`config.mk`:
```
export PLATFORM = sky130hd
export DESIGN_NAME = spi_cmd_ctrl
export DESIGN_NICKNAME = d
export VERILOG_FILES = /design/src/rtl/spi_cmd_pkg.sv /design/src/rtl/spi_cmd_ctrl.sv
export SDC_FILE = /design/constraint.sdc
export NUM_CORES = 1
export LEC_CHECK = 0
export CORE_ASPECT_RATIO = 2
export CORE_MARGIN = 1.5
export CORE_UTILIZATION = 62
export DETAILED_ROUTE_END_ITERATION = 6
export DONT_BUFFER_PORTS = 1
export PLACE_DENSITY = 0.9
export SLEW_MARGIN = 30
export SYNTH_ARGS = -nofsm -noshare
export SYNTH_HDL_FRONTEND = slang
export SYNTH_SLANG_ARGS = --single-unit
export TNS_END_PERCENT = 10
```
`constraint.sdc`:
```
create_clock -name clk -period 2.1 [get_ports clk]
set_input_delay 0.63 -clock clk [delete_from_list [all_inputs] [get_ports clk]]
set_output_delay 0.63 -clock clk [all_outputs]
set_load 0.01 [all_outputs]
```
`src/rtl/spi_cmd_pkg.sv`:
```
// -----------------------------------------------------------------------------
// spi_cmd_pkg
// Shared definitions for the SPI command controller: FSM state encoding,
// command byte bit positions and the number of bytes in one register word.
// -----------------------------------------------------------------------------
package spi_cmd_pkg;

    typedef enum logic [2:0] {
        ST_IDLE    = 3'd0,
        ST_CMD     = 3'd1,
        ST_WDATA   = 3'd2,
        ST_RDATA   = 3'd3,
        ST_DISCARD = 3'd4
    } state_e;

    // Command byte layout: bit 7 selects write (1) or read (0), bits 6:0 address.
    localparam int WR_BIT     = 7;
    localparam int ADDR_MSB   = 6;

    // Bytes per 32-bit register word, sent MSB first.
    localparam int WORD_BYTES = 4;

endpackage

```
`src/rtl/spi_cmd_ctrl.sv`:
```
// -----------------------------------------------------------------------------
// spi_cmd_ctrl
// Byte-level command decoder sitting between an SPI byte shifter and a
// register bank. The first byte of each frame is a command (bit 7 = write,
// bits 6:0 = register address); it is followed by 32-bit data words sent
// MSB first. Writes pulse reg_wr_en once per complete word; reads latch the
// addressed register and present its bytes on tx_byte.
//
// Build option:
//   SPI_CMD_AUTOINC_EN  - after each complete word, step reg_addr and keep
//                         the burst going. Without it, bytes after the first
//                         word are ignored.
//
// Ports:
//   clk          system clock, rising edge
//   reset        synchronous active-high reset
//   ssel_active  high while chip-select is asserted (already synchronised)
//   rx_valid     one-cycle strobe, rx_byte holds a received byte
//   rx_byte      received byte
//   tx_byte      byte to be shifted out on the next transfer
//   reg_wr_en    one-cycle register write strobe
//   reg_addr     register address for reads and writes
//   reg_wr_data  write data, valid with reg_wr_en
//   reg_rd_data  combinational read data for reg_addr
//   cmd_err      sticky bad-address flag, cleared when the next frame starts
// -----------------------------------------------------------------------------
module spi_cmd_ctrl
    import spi_cmd_pkg::*;
#(
    parameter int NREGS = 8,
    parameter int AW    = 3
) (
    input  logic          clk,
    input  logic          reset,
    input  logic          ssel_active,
    input  logic          rx_valid,
    input  logic [7:0]    rx_byte,
    output logic [7:0]    tx_byte,
    output logic          reg_wr_en,
    output logic [AW-1:0] reg_addr,
    output logic [31:0]   reg_wr_data,
    input  logic [31:0]   reg_rd_data,
    output logic          cmd_err
);

    localparam logic [2:0] IDLE    = ST_IDLE;
    localparam logic [2:0] CMD     = ST_CMD;
    localparam logic [2:0] WDATA   = ST_WDATA;
    localparam logic [2:0] RDATA   = ST_RDATA;
    localparam logic [2:0] DISCARD = ST_DISCARD;

    localparam logic [1:0] LAST_BYTE = 2'(WORD_BYTES - 1);

    logic [2:0]  state;
    logic [1:0]  byte_cnt;
    logic [23:0] rd_tail;     // read bytes still to be sent after the MSB
    logic        rd_pending;  // reg_addr settled last cycle, latch read data now
    logic        wait_low;    // blocks frame start until ssel_active drops once
    logic        last_byte;
    logic        cmd_addr_bad;

    assign last_byte    = (byte_cnt == LAST_BYTE);
    assign cmd_addr_bad = int'(rx_byte[ADDR_MSB:0]) >= NREGS;

`ifdef SPI_CMD_AUTOINC_EN
    logic inc_bad;
    assign inc_bad = (int'(reg_addr) + 1) >= NREGS;
`endif

    // NOTE: all state updates are non-blocking so every register sees the
    // pre-edge values; the reset is synchronous and therefore lives inside
    // the clocked block rather than in its sensitivity list.
    always_ff @(posedge clk) begin
        if (reset) begin
            state       <= IDLE;
            byte_cnt    <= 2'd0;
            rd_tail     <= 24'd0;
            rd_pending  <= 1'b0;
            wait_low    <= 1'b1;
            tx_byte     <= 8'h00;
            reg_wr_en   <= 1'b0;
            reg_addr    <= '0;
            reg_wr_data <= 32'd0;
            cmd_err     <= 1'b0;
        end else begin
            reg_wr_en  <= 1'b0;
            rd_pending <= 1'b0;

            if (!ssel_active) begin
                // Frame ended (or never started): drop everything, including a
                // byte strobe arriving on this same cycle.
                state    <= IDLE;
                wait_low <= 1'b0;
                tx_byte  <= 8'h00;
            end else begin
                case (state)
                    IDLE: begin
                        if (!wait_low) begin
                            state    <= CMD;
                            byte_cnt <= 2'd0;
                            cmd_err  <= 1'b0;
                        end
                    end

                    CMD: begin
                        if (rx_valid) begin
                            reg_addr <= AW'(rx_byte[ADDR_MSB:0]);
                            byte_cnt <= 2'd0;
                            if (cmd_addr_bad) begin
                                cmd_err <= 1'b1;
                                state   <= DISCARD;
                            end else if (rx_byte[WR_BIT]) begin
                                state <= WDATA;
                            end else begin
                                state      <= RDATA;
                                rd_pending <= 1'b1;
                            end
                        end
                    end

                    WDATA: begin
                        if (rx_valid && !reg_wr_en) begin
                            reg_wr_data <= {reg_wr_data[23:0], rx_byte};
                            byte_cnt    <= byte_cnt + 2'd1;
                            reg_wr_en   <= last_byte;
                        end
                        // Step the address only after the strobe cycle so the
                        // bank sees the address the word was meant for.
                        if (reg_wr_en) begin
`ifdef SPI_CMD_AUTOINC_EN
                            if (inc_bad) begin
                                cmd_err <= 1'b1;
                                state   <= DISCARD;
                            end else begin
                                reg_addr <= reg_addr + AW'(1);
                            end
`else
                            state <= DISCARD;
`endif
                        end
                    end

                    RDATA: begin
                        if (rd_pending) begin
                            tx_byte <= reg_rd_data[31:24];
                            rd_tail <= reg_rd_data[23:0];
                        end else if (rx_valid) begin
                            tx_byte  <= rd_tail[23:16];
                            rd_tail  <= {rd_tail[15:0], 8'h00};
                            byte_cnt <= byte_cnt + 2'd1;
                            if (last_byte) begin
`ifdef SPI_CMD_AUTOINC_EN
                                if (inc_bad) begin
                                    cmd_err <= 1'b1;
                                    state   <= DISCARD;
                                end else begin
                                    reg_addr   <= reg_addr + AW'(1);
                                    rd_pending <= 1'b1;
                                end
`else
                                state <= DISCARD;
`endif
                                tx_byte <= 8'h00;
                            end
                        end
                    end

                    DISCARD: begin
                        tx_byte <= 8'h00;
                    end

                    default: begin
                        state <= IDLE;
                    end
                endcase
            end
        end
    end

endmodule

```
Word level (Yosys, flattened, before mapping). Index checks and enable logic that the tools add are counted.

Eq/ne operators: 14. Order comparisons: 1. Muxes and demuxes: 26. Bitwise gates (word level): 6. $add $sub $neg: 1. Reduce and logical (&&, ||, !) cells: 17.

Operators with widths (number): $mux W24 (2); $mux W8 (3); $mux W3 (7); $ne A2 B2 Y1 const B (8); $pmux W8 S2 (1); $pmux W3 S5 (1); $reduce_and A7 Y1 (2); $mux W2 (5); $reduce_and A3 Y1 (3); $pmux W2 S4 (1); $ge A7 B4 Y1 const B (1); $eq A3 B2 Y1 const B (2); $not A1 Y1 (6); $reduce_bool A2 Y1 (3); $mux W1 (5); $reduce_and A5 Y1 (1); $reduce_or A5 Y1 (1); $reduce_bool A4 Y1 (1); $reduce_or A4 Y1 (1); $eq A3 B1 Y1 const B (1); $eq A3 B3 Y1 const B (1); $logic_not A3 Y1 (1); $ne A3 B3 Y1 const B (1); $add A2 B1 Y2 const B (1); 6 further kinds (6).

Bits of input ports: 44. Flip-flop bits (word level): 76. Logic and storage cells: 75. Output and inout port bits: 45.

Logic depth before layout (Yosys ltp). Gate-level depths: netlist of the first run.

Depth after elaboration: 5. Gate-level depth with buffers: 7. Mapped depth without buffers: 4.

Worst setup path before layout of the first run. Ideal clock, no wire load.

Path kind: input-to-reg. Start point: in rx_valid. End point: reg byte_cnt[0]. Library setup time: 0.070 ns. Data required time: 2.030 ns. Data arrival time: 1.688 ns. Stages on the path: 4. Path buffers: 0. Path slack: 0.342 ns. Cells stage by stage: a21bo_1 > a221o_1 > or4_1 > a21oi_1.

Longest elaborated chain between the ends: 3.

Ends and longest elaborated chain: start, declared (line spi_cmd_ctrl.sv:36) `input logic rx_valid,`; $logic_and A1 B1 Y1 (line spi_cmd_ctrl.sv:122) `if (rx_valid && !reg_wr_en) begin`; $ne A2 B2 Y1 (no source line); $reduce_and A7 Y1 (no source line) *; end signal, assigned (line spi_cmd_ctrl.sv:124) `byte_cnt <= byte_cnt + 2'd1;`; end signal, assigned (line spi_cmd_ctrl.sv:150) `byte_cnt <= byte_cnt + 2'd1;`; end, declared (line spi_cmd_ctrl.sv:55) `logic [1:0] byte_cnt;`.

Every way passes the cells marked *; elsewhere a longest branch is shown, timed or not. A chain may end at the register's enable or synchronous reset.

Worst setup path in the final report of the first run.
Start point: reg state[0]. End point: reg byte_cnt[0].

Longest elaborated chain between the ends: 3.

Ends and longest elaborated chain: start, declared (line spi_cmd_ctrl.sv:54) `logic [2:0] state;`; start signal, assigned (line spi_cmd_ctrl.sv:75) `state <= IDLE;`; start signal, assigned (line spi_cmd_ctrl.sv:92) `state <= IDLE;`; start signal, assigned (line spi_cmd_ctrl.sv:99) `state <= CMD;`; $eq A3 B2 Y1, or another cell as far along (line spi_cmd_ctrl.sv:96) `case (state)`; $reduce_bool A4 Y1 (no source line) or $ne A2 B2 Y1 (tied branches); $reduce_and A7 Y1 (no source line).

Parallel ways exist; a longest one is shown, timed or not.

==> results.yml, run 1 <==
synth:
  synth_top_area_frac: 0.488
  syn_avg_cell_area_um2: 8.33
  async_flop_share: 0
  ys_seq_area_frac: 0.488
  ys_types: 36
  synth_flop_cell: "dfxtp_1"
  yosys.area.top_type: "dfxtp_1"
  synthCells: 374
  netlist_area_mm2: 0.00312
  synth_edf_count: 0
  syn-num-nets: 419
  synth-seq-cells: 76
  synth_area_leaders: "dfxtp_1 (49%), nand2_1 (9.4%), a21oi_1 (8.5%)"
  yosysWarnings: 0
min_path:
  hold_path.class: "input port to flip-flop"
  hp-start: "reset"
  min_path_cells: 1
  min_to: "byte_cnt[0]"
timing:
  hold_ws_ps: 345
  finalCritPeriodShare: 0.874
  fmaxAchievable_ghz: 0.545
  rsz0062_at_grt: "no"
  min_period_ps: 1840
  hold_viol_final: 0
  fin_skew_ps: 8.03
  slew_violations: 0
  setup_tns_ps: 0
  slew_headroom: 0.671
  worstMarginPinSlew_ps: 491
  setup-violations-final: 0
floorplanning:
  die_area_mm2: 0.00549
  core_region_area_mm2: 0.00486
  io_pins: 89
  start_util: 0.640
  die-height_um: 103
  fp.dieW_um: 53.1
  placementRows: 36
clock_tree:
  cts_buffer_depth: 2
  cts_max_level: 3
  cts_root_buf: "clkbuf_8"
  clkSinkCount: 76
  cts_tree: "built"
  clock_latency_ps: 350
  cts_buffers: 9
  postCtsSetupBuffers: 0
  postCtsHoldBufs: 0
  cts.clk_slew.worst_paths_ps: 80
  cts_resized: 0
route:
  drt-total-wl_um: 6840
  drcViolationCount: 0
  wl_per_cell_um: 16.1
  via_count: 2563
  via_per_inst: 6.03
  drtIter0Drc: 70
  highest_layer: "met4"
  wl_met1_um: 2620
  firstDrtPassIters: 4
  wl_met3_um: 339
  met2_length_um: 3640
  ant_nets: 0
worst_setup_path:
  arrival_ps: 2120
  critPathSlowestCell: "dfxtp_1"
  r2r_slack_ps: 260
  r2r-end: "byte_cnt[0]"
  crit_cells: 4
  crit_required_ps: 2380
  cpPeakStageDelay_ps: 590
  critPathBufInv: 0
  cp-start-kind: "flip-flop"
  cp_cell_sequence: "nor2_1 > a221o_1 > or4_1 > a21oi_1"
  cp_top_family: "simple AND/OR/NAND/NOR gates"
  cp-end-kind: "flip-flop"
  reg2reg_depth: 4
  crit_path_max_fanout: 14
  path_class: "flip-flop to flip-flop"
  r2r_start: "state[0]"
layout:
  antenna_cells: 0
  fin_nets: 408
  layout_commonest_cell: "nand2_1"
  regArea_mm2: 0.00152
  final_design_area_no_fill_mm2: 0.00333
  multi_input_area_mm2: 0.00148
  syn_to_final_growth_pct: 6.99
  drive_above_1_share: 0.0734
  most-common-layout-cells: "nand2_1 (78), dfxtp_1 (75), a21oi_1 (53)"
  nFillCells: 401
pwr:
  leakagePower_nw: 1.01
  peakVddDrop_uv: 655
  fin_total_pwr_mw: 2.60
  power.density_mw_per_mm2: 781
global_route:
  antenna_found_initial: 0
  grt_pass1_wl_um: 10300
  grt_max_degree: 69
  grtUsageTotal: 0.257
  grt_pass1_vias: 2355
  grt_overflow: 0
status:
  status: "complete, no violations"
place:
  placed_cell_area_mm2: 0.00313
  gp_congestion: 0.877
  port_buffers: 0
  hpwlAfterDp_um: 4630
flow_run:
  maxCapViolCount: 0
## cells in the mapped netlist (4+ instances only)
| master | number |
|---|---|
| nand2_1 | 78 |
| nand2b_1 | 10 |
| o21ai_0 | 7 |
| clkbuf_1 | 21 |
| mux2i_1 | 19 |
| nor2b_1 | 4 |
| nand3_1 | 13 |
| nor3b_1 | 6 |
| a21oi_1 | 53 |
| nor2_1 | 29 |
| a211oi_1 | 22 |
| dfxtp_1 | 76 |
| buf_2 | 7 |
## kinds of logic after synthesis
family                   after synthesis  synth area share
multiplexers                          19            0.0610
adder cells (fa/ha/maj)                1           0.00402
flip-flops                            76             0.488
buffers and inverters                 29            0.0378
AO/OA/AOI/OAI                         93             0.180
AND/OR/NAND/NOR                      156             0.229
## stage by stage
| step | worst slack, ps | instances | utilization |
|---|---|---|---|
| 2_1_floorplan | 342 | 374 | - |
| 3_3_place_gp | 323 | 409 | 0.644 |
| 3_5_place_dp | 249 | 409 | 0.644 |
| 4_1_cts | 283 | 425 | 0.685 |
| 5_1_grt | 179 | 425 | 0.685 |
| 6_report | 264 | 425 | 0.685 |
## area by class of cell
type	count	share of cell area
Clock buffer	10	0.0413
Clock inverter	6	0.0191
Inverter	1	0.00113
Multi-Input combinational cell	269	0.443
Sequential cell	76	0.457
Tap cell	57	0.0214
Timing Repair Buffer	6	0.0173
## registers in the layout, summed over array words and instances, names as in the netlist
name / flops
wait_low: 1
reg_addr: 3
rd_pending: 1
rd_tail: 24
cmd_err: 1
state: 3
tx_byte: 8
reg_wr_data: 32
byte_cnt: 2
reg_wr_en: 1
## power by group
group	total [mW]	internal, mW	switching (mW)	leakage, nW
Combinational	0.0403	0.0181	0.0222	0.297
Sequential	1.45	1.44	0.00648	0.613
Clock	1.11	0.579	0.534	0.0983
Total	2.60	2.04	0.562	1.01
## layer usage
metal  track usage  up-vias
met3        0.0876       19
met5             0        -
li1              -     1278
met2         0.443       79
met1         0.262     1187
met4         0.146        0
## worst max-delay path by stage
stage                     startpoint           to  slack [ps]
final                       state[0]  byte_cnt[0]         260
after global routing        state[0]  byte_cnt[0]         180
after CTS                   state[0]  byte_cnt[0]         280
after detailed placement    rx_valid  byte_cnt[0]         250
after global placement      rx_valid  byte_cnt[0]         320
after floorplan             rx_valid  byte_cnt[0]         340
Power figures use the tool's default switching activity.
==> inputs of run 2 (changes only) <==
--- a/config.mk
+++ b/config.mk
@@ -8,6 +8,7 @@
 export CORE_ASPECT_RATIO = 2
 export CORE_MARGIN = 1.5
 export CORE_UTILIZATION = 62
+export CTS_CLUSTER_DIAMETER = 120
 export DETAILED_ROUTE_END_ITERATION = 6
 export DONT_BUFFER_PORTS = 1
 export PLACE_DENSITY = 0.9
==> results of run 2 <==
Same layout as run 1: the final DEF is identical, and so are final timing and power.
